File: config.mk
export PLATFORM = sky130hd
export DESIGN_NAME = sh_sync_gen
export DESIGN_NICKNAME = d
export VERILOG_FILES = /design/src/rtl/sh_sync_gen.sv
export SDC_FILE = /design/constraint.sdc
export NUM_CORES = 1
export LEC_CHECK = 0
export CAP_MARGIN = 20
export CORE_MARGIN = 2
export CORE_UTILIZATION = 40
export DETAILED_ROUTE_END_ITERATION = 12
export GPL_TIMING_DRIVEN = 0
export PLACE_DENSITY = 0.68
export REMOVE_ABC_BUFFERS = 1
export SYNTH_ARGS = -nofsm -noshare
export SYNTH_HDL_FRONTEND = slang
export SYNTH_SLANG_ARGS = --single-unit
File: constraint.sdc
create_clock -name clk -period 8.5 [get_ports clk]
set_clock_uncertainty 0.15 [all_clocks]
set_input_delay 1.7 -clock clk [delete_from_list [all_inputs] [get_ports clk]]
set_output_delay 1.7 -clock clk [all_outputs]
set_load 0.01 [all_outputs]
File: src/rtl/sh_sync_gen.sv
`default_nettype none
// ============================================================================
// Module   : sh_sync_gen
// Desc     : Sample-and-hold sync generator. RX mode averages the rfin period
//            and emits a phase-centred sh_en packet; TX mode emits a fixed
//            interval packet per tx_rdy edge. Lock monitor: SH_SYNC_LOCK_MON_EN.
// Revision : 1.0
// ============================================================================
module sh_sync_gen #(
    parameter int CNT_W         = 16,
    parameter int AVG_LOG2      = 3,
    parameter int PACKET_SIZE   = 64,
    parameter int TIMEOUT       = 20000,
    parameter int MIN_INTERVAL  = 100,
    parameter int TX_INTERVAL   = 10000,
    parameter int LOCK_TOL_LOG2 = 2
) (
    input  logic                                 clk,
    input  logic                                 rst,
    input  logic                                 rfin,
    input  logic                                 RX,
    input  logic                                 tx_rdy,
    output logic                                 sh_en,
    output logic                                 fsm_rst,
    output logic                                 locked,
    output logic                                 lock_lost,
    output logic [CNT_W-1:0]                     avg_interval,
    output logic [$clog2(PACKET_SIZE+1)-1:0]     pulse_idx
);

    localparam int PI_W  = $clog2(PACKET_SIZE+1);
    localparam int SUM_W = CNT_W + AVG_LOG2;
    localparam int N_W   = AVG_LOG2 + 1;

    localparam logic [CNT_W-1:0] C_TIMEOUT_M1 = CNT_W'(TIMEOUT - 1);
    localparam logic [CNT_W-1:0] C_TX_M1      = CNT_W'(TX_INTERVAL - 1);
    localparam logic [CNT_W:0]   C_MIN        = (CNT_W+1)'(MIN_INTERVAL);
    localparam logic [N_W-1:0]   C_N_LAST     = N_W'((1 << AVG_LOG2) - 1);
    localparam logic [PI_W-1:0]  C_PI_LAST    = PI_W'(PACKET_SIZE - 1);

`ifdef SH_SYNC_LOCK_MON_EN
    localparam bit C_LOCK_MON = 1'b1;
`else
    localparam bit C_LOCK_MON = 1'b0;
`endif

    typedef enum logic [2:0] {
        S_IDLE       = 3'd0,
        S_COLLECT    = 3'd1,
        S_COMPUTE    = 3'd2,
        S_GENERATE   = 3'd3,
        S_WAIT_TXRDY = 3'd4,
        S_SEND_TX    = 3'd5
    } state_t;

    state_t r_state, w_next;

    logic r_rf_s1, r_rf_s2, r_rf_s3, r_rf_edge;
    logic r_tx_d, r_tx_edge;

    logic [CNT_W-1:0] r_cnt;
    logic [SUM_W-1:0] r_sum;
    logic [N_W-1:0]   r_n;
    logic [CNT_W-1:0] r_timer;
    logic             r_miss;

    logic             r_sh_en, r_fsm_rst, r_locked, r_lock_lost;
    logic [CNT_W-1:0] r_avg;
    logic [PI_W-1:0]  r_pulse_idx;

    logic [CNT_W:0]   w_cnt_inc;
    logic [CNT_W-1:0] w_avg, w_half, w_h_m1, w_avg_m1;
    logic [CNT_W:0]   w_avg_ext, w_diff, w_tol;
    logic             w_miss, w_lock_fail;
    logic             w_start, w_accept, w_timeout, w_fire;

    // rfin: two-flop synchroniser, then a registered rising-edge detect
    always_ff @(posedge clk) begin
        if (rst) begin
            r_rf_s1   <= 1'b0;
            r_rf_s2   <= 1'b0;
            r_rf_s3   <= 1'b0;
            r_rf_edge <= 1'b0;
            r_tx_d    <= 1'b0;
            r_tx_edge <= 1'b0;
        end else begin
            r_rf_s1   <= rfin;
            r_rf_s2   <= r_rf_s1;
            r_rf_s3   <= r_rf_s2;
            r_rf_edge <= r_rf_s2 & ~r_rf_s3;
            r_tx_d    <= tx_rdy;
            r_tx_edge <= tx_rdy & ~r_tx_d;
        end
    end

    always_comb begin
        w_cnt_inc = {1'b0, r_cnt} + 1'b1;
        w_avg     = r_sum[SUM_W-1 -: CNT_W];
        w_half    = w_avg >> 1;
        w_h_m1    = (w_half == '0) ? '0 : w_half - 1'b1;
        w_avg_m1  = (r_avg == '0) ? '0 : r_avg - 1'b1;
        w_avg_ext = {1'b0, r_avg};
        w_diff    = (w_cnt_inc > w_avg_ext) ? (w_cnt_inc - w_avg_ext) : (w_avg_ext - w_cnt_inc);
        w_tol     = w_avg_ext >> LOCK_TOL_LOG2;
        w_miss    = (w_diff > w_tol);
    end

    // Second consecutive out-of-tolerance interval while generating drops lock
    assign w_lock_fail = C_LOCK_MON && (r_state == S_GENERATE) && RX
                         && r_rf_edge && w_miss && r_miss;

    always_ff @(posedge clk) begin
        if (rst) r_state <= S_IDLE;
        else     r_state <= w_next;
    end

    always_comb begin
        w_next    = r_state;
        w_start   = 1'b0;
        w_accept  = 1'b0;
        w_timeout = 1'b0;
        w_fire    = 1'b0;
        case (r_state)
            S_IDLE: begin
                if (!RX) begin
                    w_next = S_WAIT_TXRDY;
                end else if (r_rf_edge) begin
                    w_next  = S_COLLECT;
                    w_start = 1'b1;
                end
            end
            S_COLLECT: begin
                if (!RX) begin
                    w_next = S_IDLE;
                end else if (r_rf_edge && (w_cnt_inc >= C_MIN)) begin
                    w_accept = 1'b1;
                    if (r_n == C_N_LAST) w_next = S_COMPUTE;
                end else if (r_cnt == C_TIMEOUT_M1) begin
                    w_timeout = 1'b1;
                    w_next    = S_IDLE;
                end
            end
            S_COMPUTE: w_next = S_GENERATE;
            S_GENERATE: begin
                if (!RX || w_lock_fail) begin
                    w_next = S_IDLE;
                end else if (r_timer == '0) begin
                    w_fire = 1'b1;
                    if (r_pulse_idx == C_PI_LAST) w_next = S_IDLE;
                end
            end
            S_WAIT_TXRDY: begin
                if (RX)             w_next = S_IDLE;
                else if (r_tx_edge) w_next = S_SEND_TX;
            end
            S_SEND_TX: begin
                if (RX) begin
                    w_next = S_IDLE;
                end else if (r_timer == '0) begin
                    w_fire = 1'b1;
                    if (r_pulse_idx == C_PI_LAST) w_next = S_IDLE;
                end
            end
            default: w_next = S_IDLE;
        endcase
    end

    always_ff @(posedge clk) begin
        if (rst) begin
            r_cnt       <= '0;
            r_sum       <= '0;
            r_n         <= '0;
            r_timer     <= '0;
            r_miss      <= 1'b0;
            r_sh_en     <= 1'b0;
            r_fsm_rst   <= 1'b0;
            r_locked    <= 1'b0;
            r_lock_lost <= 1'b0;
            r_avg       <= '0;
            r_pulse_idx <= '0;
        end else begin
            r_sh_en     <= w_fire;
            r_fsm_rst   <= w_accept | w_timeout;
            r_lock_lost <= w_lock_fail;

            // Interval counter saturates at the timeout and never wraps
            if (w_start || w_accept || (r_state == S_GENERATE && r_rf_edge))
                r_cnt <= '0;
            else if (r_cnt != C_TIMEOUT_M1)
                r_cnt <= r_cnt + 1'b1;

            if (w_start) begin
                r_sum <= '0;
                r_n   <= '0;
            end else if (w_accept) begin
                r_sum <= r_sum + SUM_W'(w_cnt_inc);
                r_n   <= r_n + 1'b1;
            end

            if (C_LOCK_MON && r_state == S_GENERATE) begin
                if (r_rf_edge) r_miss <= w_miss;
            end else begin
                r_miss <= 1'b0;
            end

            if (w_start || w_lock_fail)   r_locked <= 1'b0;
            else if (r_state == S_COMPUTE) r_locked <= 1'b1;

            if (r_state == S_COMPUTE) r_avg <= w_avg;

            // First RX pulse lands half a period in; first TX pulse the cycle after entry
            if (r_state == S_COMPUTE)
                r_timer <= w_h_m1;
            else if (r_state == S_WAIT_TXRDY && w_next == S_SEND_TX)
                r_timer <= '0;
            else if (w_fire)
                r_timer <= (r_state == S_GENERATE) ? w_avg_m1 : C_TX_M1;
            else if (r_timer != '0)
                r_timer <= r_timer - 1'b1;

            if (r_state == S_IDLE) r_pulse_idx <= '0;
            else if (w_fire)       r_pulse_idx <= r_pulse_idx + 1'b1;
        end
    end

    assign sh_en        = r_sh_en;
    assign fsm_rst      = r_fsm_rst;
    assign locked       = r_locked;
    assign lock_lost    = r_lock_lost;
    assign avg_interval = r_avg;
    assign pulse_idx    = r_pulse_idx;

endmodule
`default_nettype wire

== Yosys cells after proc, flatten, opt, wreduce, memory -nomap -nowiden ==
Cells that the tools add are included.

* Flip-flop bits (word level): 90
* Input port bits: 5
* Output and inout port bits: 27
* Word-level logic and storage cells: 88

* Add/sub/neg operators: 8
* $lt $le $gt $ge: 1
* Equal/unequal tests: 10
* Muxes and demuxes: 34
* Bitwise logic cells: 5
* Reductions and logical operators: 14

{| class="wikitable"
|+ Operators with widths
! cell !! count
|-
| two-way mux 16 bit || 7
|-
| logical NOT 16 bit || 3
|-
| two-way mux 3 bit || 12
|-
| subtractor 16 x 1 -> 16 bit, second input constant || 2
|-
| adder 19 x 17 -> 19 bit || 1
|-
| case mux 3 bit (6 select lines) || 1
|-
| adder 16 x 1 -> 17 bit, second input constant || 1
|-
| >= comparator 17 x 7 -> 1 bit, second input constant || 1
|-
| adder 16 x 1 -> 16 bit, second input constant || 1
|-
| == test 16 x 15 -> 1 bit, second input constant || 1
|-
| inequality test 16 x 15 -> 1 bit, second input constant || 1
|-
| nonzero test 16 bit || 1
|-
| subtractor 15 x 1 -> 16 bit, second input constant || 1
|-
| two-way mux 1 bit || 13
|-
| == test 3 bit, second input constant || 3
|-
| adder 7 x 1 -> 7 bit, second input constant || 1
|-
| == test 7 x 6 -> 1 bit, second input constant || 1
|-
| == test 3 x 2 -> 1 bit, second input constant || 2
|-
| OR reduction 2 bit || 3
|-
| adder 4 x 1 -> 4 bit, second input constant || 1
|-
| == test 4 x 3 -> 1 bit, second input constant || 1
|-
| nonzero test 4 bit || 1
|-
| == test 3 x 1 -> 1 bit, second input constant || 1
|-
| logical AND 1 bit || 3
|-
| 6 further kinds || 9
|}

== Depth between registers and ports, before layout ==
* Depth after elaboration: 10
* Depth in mapped cells: 14

== Least setup slack after synthesis ==
No wires, ideal clock.

* Path type: input to register
* Start point: input port RX
* End point: register r_timer[15]
* Library setup time: 65 ps
* Data arrival time: 3221 ps
* Data required time: 8285 ps
* Path slack: 5064 ps
* Stages: 7
* Path buffers: 2
* Cells stage by stage: clkbuf_1 or4bb_2 a21o_2 nand3b_1 nand2b_1 buf_6 nor2_1

* Cells in the longest elaborated chain, start to end: 6
* Elaborated cells on any way between the ends: 15
* Those cells by class: 1 x eq/ne; 12 x mux; 2 x reduce/logical

{| class="wikitable"
|+ Ends and longest elaborated chain
! item !! RTL line !! RTL
|-
| start: declaration || 21 || <nowiki>input logic RX,</nowiki>
|-
| two-way mux 3 bit, on equally long branches || n/a ||
|-
| case mux 3 bit (6 select lines) || 123 || <nowiki>case (r_state)</nowiki>
|-
| == test 3 bit || 214 || <nowiki>else if (r_state == S_WAIT_TXRDY && w_next == S_SEND_TX)</nowiki>
|-
| logical AND 1 bit || 214 ||
|-
| two-way mux 16 bit || 214 ||
|-
| two-way mux 16 bit || 212 || <nowiki>if (r_state == S_COMPUTE)</nowiki>
|-
| end signal: assignment || 213 || <nowiki>r_timer <= w_h_m1;</nowiki>
|-
| end signal: assignment || 217 || <nowiki>r_timer <= (r_state == S_GENERATE) ? w_avg_m1 : C_TX_M1;</nowiki>
|-
| end signal: assignment || 219 || <nowiki>r_timer <= r_timer - 1'b1;</nowiki>
|-
| end: declaration || 64 || <nowiki>logic [CNT_W-1:0] r_timer;</nowiki>
|}

Several ways; a longest one is shown, not always the timed one.
A chain may end at the register's enable or synchronous reset.

== Worst setup path after layout ==
* Start point: input port rst
* End point: register r_cnt[4]

* Cells in the longest elaborated chain, start to end: 1

{| class="wikitable"
|+ Ends and longest elaborated chain
! item !! RTL line !! RTL
|-
| start: declaration || 19 || <nowiki>input logic rst,</nowiki>
|-
| OR reduction 2 bit (no source line) || n/a ||
|-
| end signal: assignment || 190 || <nowiki>r_cnt <= r_cnt + 1'b1;</nowiki>
|-
| end: declaration || 61 || <nowiki>logic [CNT_W-1:0] r_cnt;</nowiki>
|}

No other way between the ends.

==> results_dict.tcl <==
set metrics [dict create \
    fill_cells 1324 \
    synth_edf_count 0 \
    drc_errors 0 \
    clock-sinks 90 \
    coreArea_um2 13300 \
    dp_cells 851 \
    first_pass_iters 5 \
    vias_per_cell 5.49 \
    rows 42 \
    first_global_vias 4525 \
    worstPathRequired_ns 8.62 \
    avgSynthCellArea_um2 8.13 \
    leakage_nw 2.61 \
    fmax_ghz 0.220 \
    grt_setup_unrepaired "false" \
    boundaryPins 32 \
    portBuffers 30 \
    layout-drive-gt1-share 0.0520 \
    path_class "input port to flop" \
    grt_max_degree 36 \
    setup_viol 0 \
    cts_buffers 9 \
    start_util 0.412 \
    cts_hold_buf 0 \
    synth_ff_type "dfxtp_1" \
    status "finished, final reports clean" \
    hold_path.class "flop to flop" \
    slew_headroom 0.265 \
    nets 718 \
    clockPowerShare 0.376 \
    clockRootBuffer "clkbuf_16" \
    yosysSeqAreaShare 0.328 \
    cts_htree_levels 3 \
    die_w_um 121 \
    cts.clk_slew.worst_paths_ns 0.06 \
    post_cts.repair.setup_buffers 0 \
    grt_pass1_wl_um 21700 \
    netlist_area_um2 5490 \
    p_switching_uw 325 \
    drv_cap 0 \
    post_cts_resized 0 \
    min_from "r_rf_s3" \
    min_period_over_period 0.536 \
    ir_drop_uv 96.3 \
    async_flop_share 0 \
    placed_area_um2 5840 \
    p_int_uw 852 \
    tightest_slew_ns 1.10 \
    layout.cells.non_filler 868 \
    grt_overflow 0 \
    yosysUniqueCellTypes 74 \
    final-max-slew-violation-count 0 \
    ant_nets 0 \
    regArea_um2 1800 \
    crit_path_end_kind "flop" \
    crit_fanout 30 \
    p_sw_frac 0.276 \
    gr-usage-all-layers 0.181 \
    p_comb_frac 0.214 \
    diodes 0 \
    vias 4765 \
    wl_um 12600 \
    grt_antenna_before_repair 0 \
    holdWs_ns 0.239 \
    syn2layout_area_growth_pct 12.5 \
    postSynthCellCount 676 \
    ys_ff_latch 90 \
    ys_warn_count 0 \
    insertion_delay_ns 0.35 \
    worstSetupStartpoint "rst" \
    multi_input_area_um2 3430 \
    drt-wirelength-per-cell_um 14.6 \
    tritoncts "built" \
    r2r_start "r_cnt[0]" \
    min_period_ns 4.55 \
    critPathLaunchType "input port" \
    drt_iter0_markers 389 \
    finalHoldViolCount 0 \
    seqPwrFrac 0.410 \
    fp.dieH_um 121 \
    power_density_nw_per_um2 190 \
    finalInstanceArea_um2 6180 \
    arrival_ns 4.68 \
    timing.setup.tns_ns 0 \
    place_congestion 0.890 \
    dp.final_hpwl_um 9320 \
    dieArea_um2 14700 \
    clockBufferDepth 2 \
]
## cells by family after synthesis
family          count (synthesis)  share of synthesized area
buf+inv                        52                     0.0474
flops                          90                      0.328
simple gates                  284                      0.259
compound gates                132                      0.155
mux                            18                     0.0330
other cells                     1                   0.000683
xor+xnor                       73                      0.116
fa+ha+maj                      26                     0.0606
## area by class of cell
type | count | area share
multi-input cells | 534 | 0.555
flip-flops and latches | 90 | 0.292
repair buffers | 33 | 0.0523
clock buffers | 12 | 0.0415
well taps | 176 | 0.0356
clock inverters | 4 | 0.0120
inverters | 19 | 0.0115
## cell usage after synthesis (all sizes together) (3+ instances only)
library cell   n  area (um2)
a211o          3        26.3
a21o           7        53.8
a21oi         45         225
a22oi          5        37.5
a31oi          5        31.3
a32oi          9        78.8
and3          12        75.1
and4           3        26.3
buf           15         108
clkbuf        18        81.3
dfxtp         90        1800
ha            25         313
inv           19        71.3
mux2i         17         170
nand2         82         315
nand2b         6        37.5
nand3         19        95.1
nand4          8        56.3
nor2          73         284
nor2b         10        62.6
nor3          24         120
nor4          18         128
o211ai         5        37.5
o21ai         24         120
o22ai          6        37.5
or2            4        25.0
or3            8        55.1
or4            6        48.8
xnor2         34         298
xor2          39         342
## sequential cells by signal, summed over array words and instances, names as in the netlist, 3 cells and up
name and flops:
r_sum 19, avg_interval 16, r_cnt 16, r_timer 16, pulse_idx 7, r_state 3, r_n 4
## through the flow
stage | power [mW] | setup WS [ns] | utilization
after floorplan | 0.689 | 5.10 | -
after global placement | 0.733 | 3.70 | 0.436
after detailed placement | 0.741 | 3.61 | 0.437
after CTS | 1.18 | 3.95 | 0.462
after global routing | 1.24 | 3.71 | 0.463
final | 1.18 | 3.95 | 0.463
## routing by layer
metal / routed length [um] / GRT usage / vias up
li1: - / - / 2411
met1: 5880 / 0.235 / 2237
met2: 6030 / 0.303 / 91
met3: 416 / 0.0240 / 26
met4: 308 / 0.0761 / 0
met5: 0 / 0 / -
## cells in the final DEF, fill, tap and decap left out, types with 19 or more instances in the layout
cell	count
dfxtp_1	90
nand2_1	81
nor2_1	71
a21oi_1	45
xor2_1	39
xnor2_1	34
clkdlybuf4s50_1	30
ha_1	25
nor3_1	24
inv_1	19
nand3_1	19
## worst paths after layout
check | endpoint | slack (ns) | cells past startpoint
worst min-delay path | r_rf_edge | 0.24 | 1
worst max-delay path | r_cnt[4] | 3.95 | 5
worst min register to register | r_rf_edge | 0.24 | 1
worst max register to register | r_sum[16] | 4.89 | 12
## worst max-delay path, stage by stage
cell             delay (ns)
clkdlybuf4s50_1        0.97
a31o_2                 0.67
a31oi_1                0.69
nand2_1                0.39
a21oi_1                0.23
## power groups by stage
stage / logic (mW) / clock network, mW / registers, mW
after CTS: 0.252 / 0.447 / 0.482
after floorplan: 0.205 / 0 / 0.484
after global routing: 0.286 / 0.469 / 0.487
after global placement: 0.245 / 0 / 0.488
after detailed placement: 0.249 / 0 / 0.491
final: 0.252 / 0.443 / 0.482
No activity file was read; power rests on OpenSTA's default activity.
